===== src/rtl/logic_pipe_pkg.sv =====
// Shared definitions for the logic_pipe block: opcode encoding and default width.
package logic_pipe_pkg;

    localparam int DEFAULT_WIDTH = 8;

    localparam logic [2:0] OP_AND  = 3'b000;
    localparam logic [2:0] OP_OR   = 3'b001;
    localparam logic [2:0] OP_NAND = 3'b010;
    localparam logic [2:0] OP_NOR  = 3'b011;
    localparam logic [2:0] OP_XOR  = 3'b100;
    localparam logic [2:0] OP_XNOR = 3'b101;
    localparam logic [2:0] OP_ROL  = 3'b110;
    localparam logic [2:0] OP_ROR  = 3'b111;

endpackage


===== src/rtl/logic_pipe_core.sv =====
// Combinational operation decode: bitwise logic ops and rotate by B[SHW-1:0].
module logic_pipe_core
    import logic_pipe_pkg::*;
#(
    parameter int WIDTH = DEFAULT_WIDTH,
    parameter int SHW   = $clog2(WIDTH)
) (
    input  logic [WIDTH-1:0] A,
    input  logic [WIDTH-1:0] B,
    input  logic [2:0]       ALU_FUN,
    output logic [WIDTH-1:0] result
);

    logic [SHW-1:0]     amt;
    logic [2*WIDTH-1:0] rol_w;
    logic [2*WIDTH-1:0] ror_w;

    // Shifting a doubled copy of A gives a rotate; amount 0 returns A itself.
    assign amt   = B[SHW-1:0];
    assign rol_w = {A, A} << amt;
    assign ror_w = {A, A} >> amt;

    always_comb begin
        result = '0;
        case (ALU_FUN)
            OP_AND:  result = A & B;
            OP_OR:   result = A | B;
            OP_NAND: result = ~(A & B);
            OP_NOR:  result = ~(A | B);
            OP_XOR:  result = A ^ B;
            OP_XNOR: result = ~(A ^ B);
            OP_ROL:  result = rol_w[2*WIDTH-1:WIDTH];
            OP_ROR:  result = ror_w[WIDTH-1:0];
            default: result = '0;
        endcase
    end

endmodule


===== src/rtl/logic_pipe.sv =====
// Two-stage logic/rotate pipeline with valid/ready flow control on both sides.
// Handshake: a beat moves when its valid (Logic_Enable / Logic_Flag) and ready (In_Ready / Out_Ready) are both 1 at a rising edge.
module logic_pipe
    import logic_pipe_pkg::*;
#(
    parameter int WIDTH = DEFAULT_WIDTH,
    parameter int SHW   = $clog2(WIDTH)
) (
    input  logic             CLK,
    input  logic             RST,
    input  logic [WIDTH-1:0] A,
    input  logic [WIDTH-1:0] B,
    input  logic [2:0]       ALU_FUN,
    input  logic             Logic_Enable,
    output logic             In_Ready,
    output logic [WIDTH-1:0] Logic_OUT,
    output logic             Logic_Flag,
    input  logic             Out_Ready,
    output logic             Zero_Flag,
    output logic             Parity_Flag
);

    logic             s1_valid;
    logic [WIDTH-1:0] s1_a;
    logic [WIDTH-1:0] s1_b;
    logic [2:0]       s1_fun;
    logic [WIDTH-1:0] core_result;
    logic             s2_adv;

    // In_Ready depends only on state and Out_Ready, never on Logic_Enable.
    assign s2_adv   = !Logic_Flag | Out_Ready;
    assign In_Ready = !s1_valid | s2_adv;

    logic_pipe_core #(
        .WIDTH (WIDTH),
        .SHW   (SHW)
    ) u_core (
        .A       (s1_a),
        .B       (s1_b),
        .ALU_FUN (s1_fun),
        .result  (core_result)
    );

    always_ff @(posedge CLK) begin
        if (!RST) begin
            s1_valid    <= 1'b0;
            s1_a        <= '0;
            s1_b        <= '0;
            s1_fun      <= '0;
            Logic_Flag  <= 1'b0;
            Logic_OUT   <= '0;
            Zero_Flag   <= 1'b0;
            Parity_Flag <= 1'b0;
        end else begin
            // Output stage only reloads when S1 holds data, so an idle output keeps its last value.
            if (s2_adv) begin
                Logic_Flag <= s1_valid;
                if (s1_valid) begin
                    Logic_OUT   <= core_result;
                    Zero_Flag   <= (core_result == '0);
                    Parity_Flag <= ^core_result;
                end
            end
            if (In_Ready) begin
                s1_valid <= Logic_Enable;
                if (Logic_Enable) begin
                    s1_a   <= A;
                    s1_b   <= B;
                    s1_fun <= ALU_FUN;
                end
            end
        end
    end

endmodule


===== config.mk =====
export PLATFORM = sky130hd
export DESIGN_NAME = logic_pipe
export DESIGN_NICKNAME = d
export VERILOG_FILES = /design/src/rtl/logic_pipe_pkg.sv /design/src/rtl/logic_pipe_core.sv /design/src/rtl/logic_pipe.sv
export SDC_FILE = /design/constraint.sdc
export NUM_CORES = 1
export LEC_CHECK = 0
export CORE_ASPECT_RATIO = 0.9
export CORE_MARGIN = 2
export CORE_UTILIZATION = 46
export CTS_CLUSTER_DIAMETER = 30
export CTS_CLUSTER_SIZE = 28
export DETAILED_ROUTE_END_ITERATION = 16
export HOLD_SLACK_MARGIN = 0.1
export PLACE_DENSITY_LB_ADDON = 0.25
export SYNTH_ARGS = -nofsm -noshare
export SYNTH_HDL_FRONTEND = slang
export SYNTH_SLANG_ARGS = --single-unit

===== constraint.sdc =====
create_clock -name CLK -period 6.5 [get_ports CLK]
set_input_delay 1.95 -clock CLK [delete_from_list [all_inputs] [get_ports CLK]]
set_output_delay 1.95 -clock CLK [all_outputs]
set_load 0.005 [all_outputs]

==> Yosys cells after proc, flatten, opt, wreduce, memory -nomap -nowiden <==
Index checks and enable logic that the tools add are counted.
{ "op_classes": {"shift": 2, "n_bitwise": 8, "mux": 1, "eq_ne": 7, "n_reduce_logical": 7} }
{ "op_table": {"columns": ["operator", "count"], "rows": [
  ["$pmux W8 S8", 1],
  ["$not A8 Y8", 3],
  ["$shl A16 B3 Y16", 1],
  ["$shr A16 B3 Y8", 1],
  ["$eq A3 B3 Y1 const B", 4],
  ["$and A8 B8 Y8", 1],
  ["$logic_not A8 Y1", 1],
  ["$or A8 B8 Y8", 1],
  ["$reduce_xor A8 Y1", 1],
  ["$xor A8 B8 Y8", 1],
  ["$eq A3 B2 Y1 const B", 2],
  ["$reduce_and A2 Y1", 2],
  ["$eq A3 B1 Y1 const B", 1],
  ["$logic_not A3 Y1", 1],
  ["$logic_not A1 Y1", 2],
  ["$or A1 B1 Y1", 2]
]} }
{ "word_totals": {"out_inout_bits": 12, "in_bits": 23, "word_cells": 33, "reg_bits": 31} }

==> Longest topological paths before layout <==
{ "depth": {"ltp_word": 4, "depth_mapped": 13, "mapped_depth_nobuf": 11} }

==> Cells and area by module <==
Synthesis repeated with hierarchy kept, for this count alone.
{ "unflattened": {"hier_cells": 336, "hier_area_um2": 2788.9} }
{ "modules_own_cells": {"columns": ["module", "instances", "cells_each", "area_each_um2", "seq_area_each_um2"], "rows": [
  ["logic_pipe_core", 1, 180, 1397.6, 0.0],
  ["logic_pipe", 1, 156, 1391.3, 620.6]
]} }

==> Worst setup path before layout <==
No wires, ideal clock.
{ "synth_timing": {"kind": "in2out", "start": "input port Out_Ready", "end": "output port In_Ready", "arrival_ps": 2135, "slack_ps": 2415, "n_path_buf": 0, "cell_stages": 1, "path_cell_list": "nand3b_1"} }
{ "synth_via": {"elab_chain_cells": 2} }
{ "synth_lines": {"columns": ["item", "line_no", "rtl"], "rows": [
  ["from (decl)", "logic_pipe.sv:18", "input logic Out_Ready,"],
  ["$or A1 B1 Y1", "logic_pipe.sv:31", "assign s2_adv = !Logic_Flag | Out_Ready;"],
  ["$or A1 B1 Y1", "logic_pipe.sv:32", "assign In_Ready = !s1_valid | s2_adv;"],
  ["to (decl)", "logic_pipe.sv:15", "output logic In_Ready,"]
]} }
Every way passes these cells.

==> Worst setup path in the final report <==
Same ends and word-level chain as after synthesis.

==> metrics.md <==
| Metric | Value |
|---|---|
| Run status | `complete, no violations` |
| DRC | `0` |
| Ports | `35` |
| Setup CP Type | `input pin to output pin` |
| Post-synthesis cell count | `331` |
| Tcrit/Tclk final | `0.776` |
| Met2 WL post-DR | `2860 um` |
| Syn Nets | `374` |
| Tot GR Track Use | `0.203` |
| Least-Margin Pin Slew | `1190 ps` |
| Filler cells | `551` |
| Cell variety after synth | `41` |
| Crit path largest cell delay | `520 ps` |
| CP Launch Type | `input pin` |
| Crit path time final | `5050 ps` |
| Mapped Area | `2810 um^2` |
| Initial detailed-routing violation count | `136` |
| CTS tree | `built` |
| CP cell instances | `clkdlybuf4s50_1 -> nand3b_1 -> clkdlybuf4s50_1` |
| Chip Width | `86.4 um` |
| Total CTS buffers | `5` |
| DR vias | `2471` |
| First-pass iteration count of the detailed router | `4` |
| Max Buffers Root-to-Sink | `2` |
| Max stage delay cell, worst path | `clkdlybuf4s50_1` |
| Worst rel slew slack | `0.198` |
| Post-Place Cells | `412` |
| Final Cell Area | `3200 um^2` |
| DIE AREA | `6750 um^2` |
| CP max FO | `4` |
| Yosys top cell area share | `0.221` |
| Sequential area share after synthesis | `0.221` |
| #FFs+latches synth | `31` |
| Cell Pwr Density | `161 nW/um^2` |
| Skew-Pair Late Insertion Delay | `290 ps` |
| Initial Utilization | `0.485` |
| Max_cap viols | `0` |
| Final WL | `6410 um` |
| DR top layer | `met4` |
| Fin cells | `420` |
| Clock skew | `5.45 ps` |
| Die H | `78.1 um` |
| Htree depth | `2` |
| Hold-fix buffers, CTS | `0` |
| Clk pin slew, worst setup/hold paths | `60 ps` |
| YS warnings | `0` |
| Final slew viol count | `0` |
| Setup bufs post-CTS | `0` |
| CTS Sinks | `31` |
| Nets | `392` |
| Clk root buf | `clkbuf_8` |
| Worst path arrival time | `3100 ps` |
| CP endpoint kind | `output pin` |
| CP required | `4550 ps` |
| Syn_area_per_cell | `8.48 um^2` |
| Post-synth EDFFs | `0` |
| Worst hold path class | `register to register` |
| Final setup viols | `0` |
| Post-CTS Resized | `0` |
| Global-route wire length before repair | `11000 um` |
| Peak VDD IR | `97.2 uV` |
| Area Overhead vs Synth | `14.1%` |
| Avg WL per Cell | `15.3 um` |
| DP Area | `3120 um^2` |
| Synth top area cells | `dfxtp_1 (22%), nand2_1 (9.2%), ha_1 (8.9%), mux4_1 (7.5%), a21boi_0 (7.0%)` |
| Metal3 WL | `495 um` |
| Static leakage | `1.19 nW` |
| Global route total overflow | `0` |
| Setup Total Neg Slack | `0 ps` |
| Antenna violations before repair | `0` |
| Core area | `5790 um^2` |
| # diodes | `0` |
| Fraction of layout cells with a size suffix above 1 | `0.0857` |
| Largest net degree at the start of global routing | `39` |
| Row Count | `26` |
| Port Buf Inserts | `34` |
| FFs w/ async S/R, synth | `0` |
| Fmax | `198 MHz` |
| Post-route ant nets | `0` |
| Vias/cell | `5.88` |
| Main flop type after synthesis | `dfxtp_1` |
| WHS | `470 ps` |
| Hpwl dp | `4590 um` |
| Count of final hold-check violations | `0` |
| Via count of the first global-routing pass | `2206` |
| Final Wtd Congestion | `0.850` |
| RSZ-0062 raised after global routing | `false` |
| Cell taking the most area after synthesis | `dfxtp_1` |
| Most used cell along the critical path | `clkdlybuf4s50_1` |
| Met1 Wirelength | `3000 um` |
cell usage after synthesis (all sizes together), types with 2 or more instances:
cell and n:
nor2b 8, a21o 4, inv 18, xnor2 2
or2b 6, mux4 16, nor3b 5, o21a 4
or2 9, o311a 4, a32oi 8, and4b 2
buf 8, nand2b 3, a31o 4, a21oi 5
o311ai 4, a22o 12, a21boi 27, dfxtp 31
ha 20, or3b 4, and2 5, o21ai 24
clkbuf 17, nand2 69, a31oi 4
where the power goes:
group	switching (mW)	total, mW	internal (mW)
clock network	0.0731	0.148	0.0751
registers	0.0206	0.222	0.201
logic	0.0636	0.145	0.0819
total	0.157	0.515	0.358
per-stage QoR:
stage          setup WS, ps  utilization  power, mW
6_report               1450        0.553      0.515
5_1_grt                1390        0.553      0.550
4_1_cts                1450        0.553      0.521
3_5_place_dp           1460        0.539      0.372
3_3_place_gp           1480        0.539      0.368
2_1_floorplan          2420            -      0.327
final timing paths:
check                                             from                       end  slack (ps)  cells after the start
worst max-delay path                         Out_Ready                  In_Ready        1450                      3
worst min register to register  Zero_Flag$_SDFFE_PN0P_    Zero_Flag$_SDFFE_PN0P_         470                      2
worst min-delay path            Zero_Flag$_SDFFE_PN0P_    Zero_Flag$_SDFFE_PN0P_         470                      2
worst max register to register  s1_fun[0]$_SDFFE_PN0P_  Parity_Flag$_SDFFE_PN0P_        3380                      9
cells by family after synthesis:
| family | Yosys count | synth area share |
|---|---|---|
| AND/OR/NAND/NOR | 118 | 0.216 |
| AO/OA/AOI/OAI | 100 | 0.256 |
| buffers and inverters | 43 | 0.0695 |
| flip-flops | 31 | 0.221 |
| adder cells (fa/ha/maj) | 20 | 0.0891 |
| multiplexers | 16 | 0.139 |
| XOR/XNOR | 3 | 0.00936 |
state kept, by name, summed over array words and instances, names as in the netlist:
name and flops:
s1_valid 1, Zero_Flag 1, Logic_Flag 1, s1_b 8
s1_fun 3, s1_a 8, Parity_Flag 1, Logic_OUT 8
layout by cell type, fill, tap and decap left out, types with 2 or more instances in the layout:
cell type        count
nand2_1             69
clkdlybuf4s50_1     34
dfxtp_1             31
a21boi_0            26
ha_1                20
inv_1               18
a22o_1              12
o21ai_0             12
o21ai_1             12
or2_2                9
mux4_2               8
nor2b_1              8
mux4_1               8
a32oi_1              8
or2b_1               6
nor3b_1              5
and2_1               5
a21oi_1              5
clkbuf_8             5
a21o_1               4
a31o_1               4
o21a_1               4
or3b_2               4
o311ai_0             4
o311a_1              4
a31oi_1              4
nand2b_1             3
and4b_1              2
xnor2_1              2
clkbuf_1             2
buf_4                2
final cells by class:
| type | instances | area (um^2) | area share |
|---|---|---|---|
| multi-input cells | 257 | 1990 | 0.622 |
| flip-flops and latches | 31 | 621 | 0.194 |
| repair buffers | 36 | 355 | 0.111 |
| well taps | 70 | 87.6 | 0.0273 |
| clock buffers | 7 | 76.3 | 0.0238 |
| inverters | 18 | 67.6 | 0.0211 |
| clock inverters | 1 | 5.00 | 0.00156 |
critical path: cells and delay by family:
family | cells | cell delay, ps
buffers and inverters | 2 | 980
AND/OR/NAND/NOR | 1 | 160
metal layers:
metal  GRT usage  vias to the layer above
met2       0.305                       84
met1       0.298                     1144
met5           0                        -
met4      0.0469                        0
li1            -                     1234
met3      0.0421                        9
Note: power is estimated with default switching activity, not from simulation.
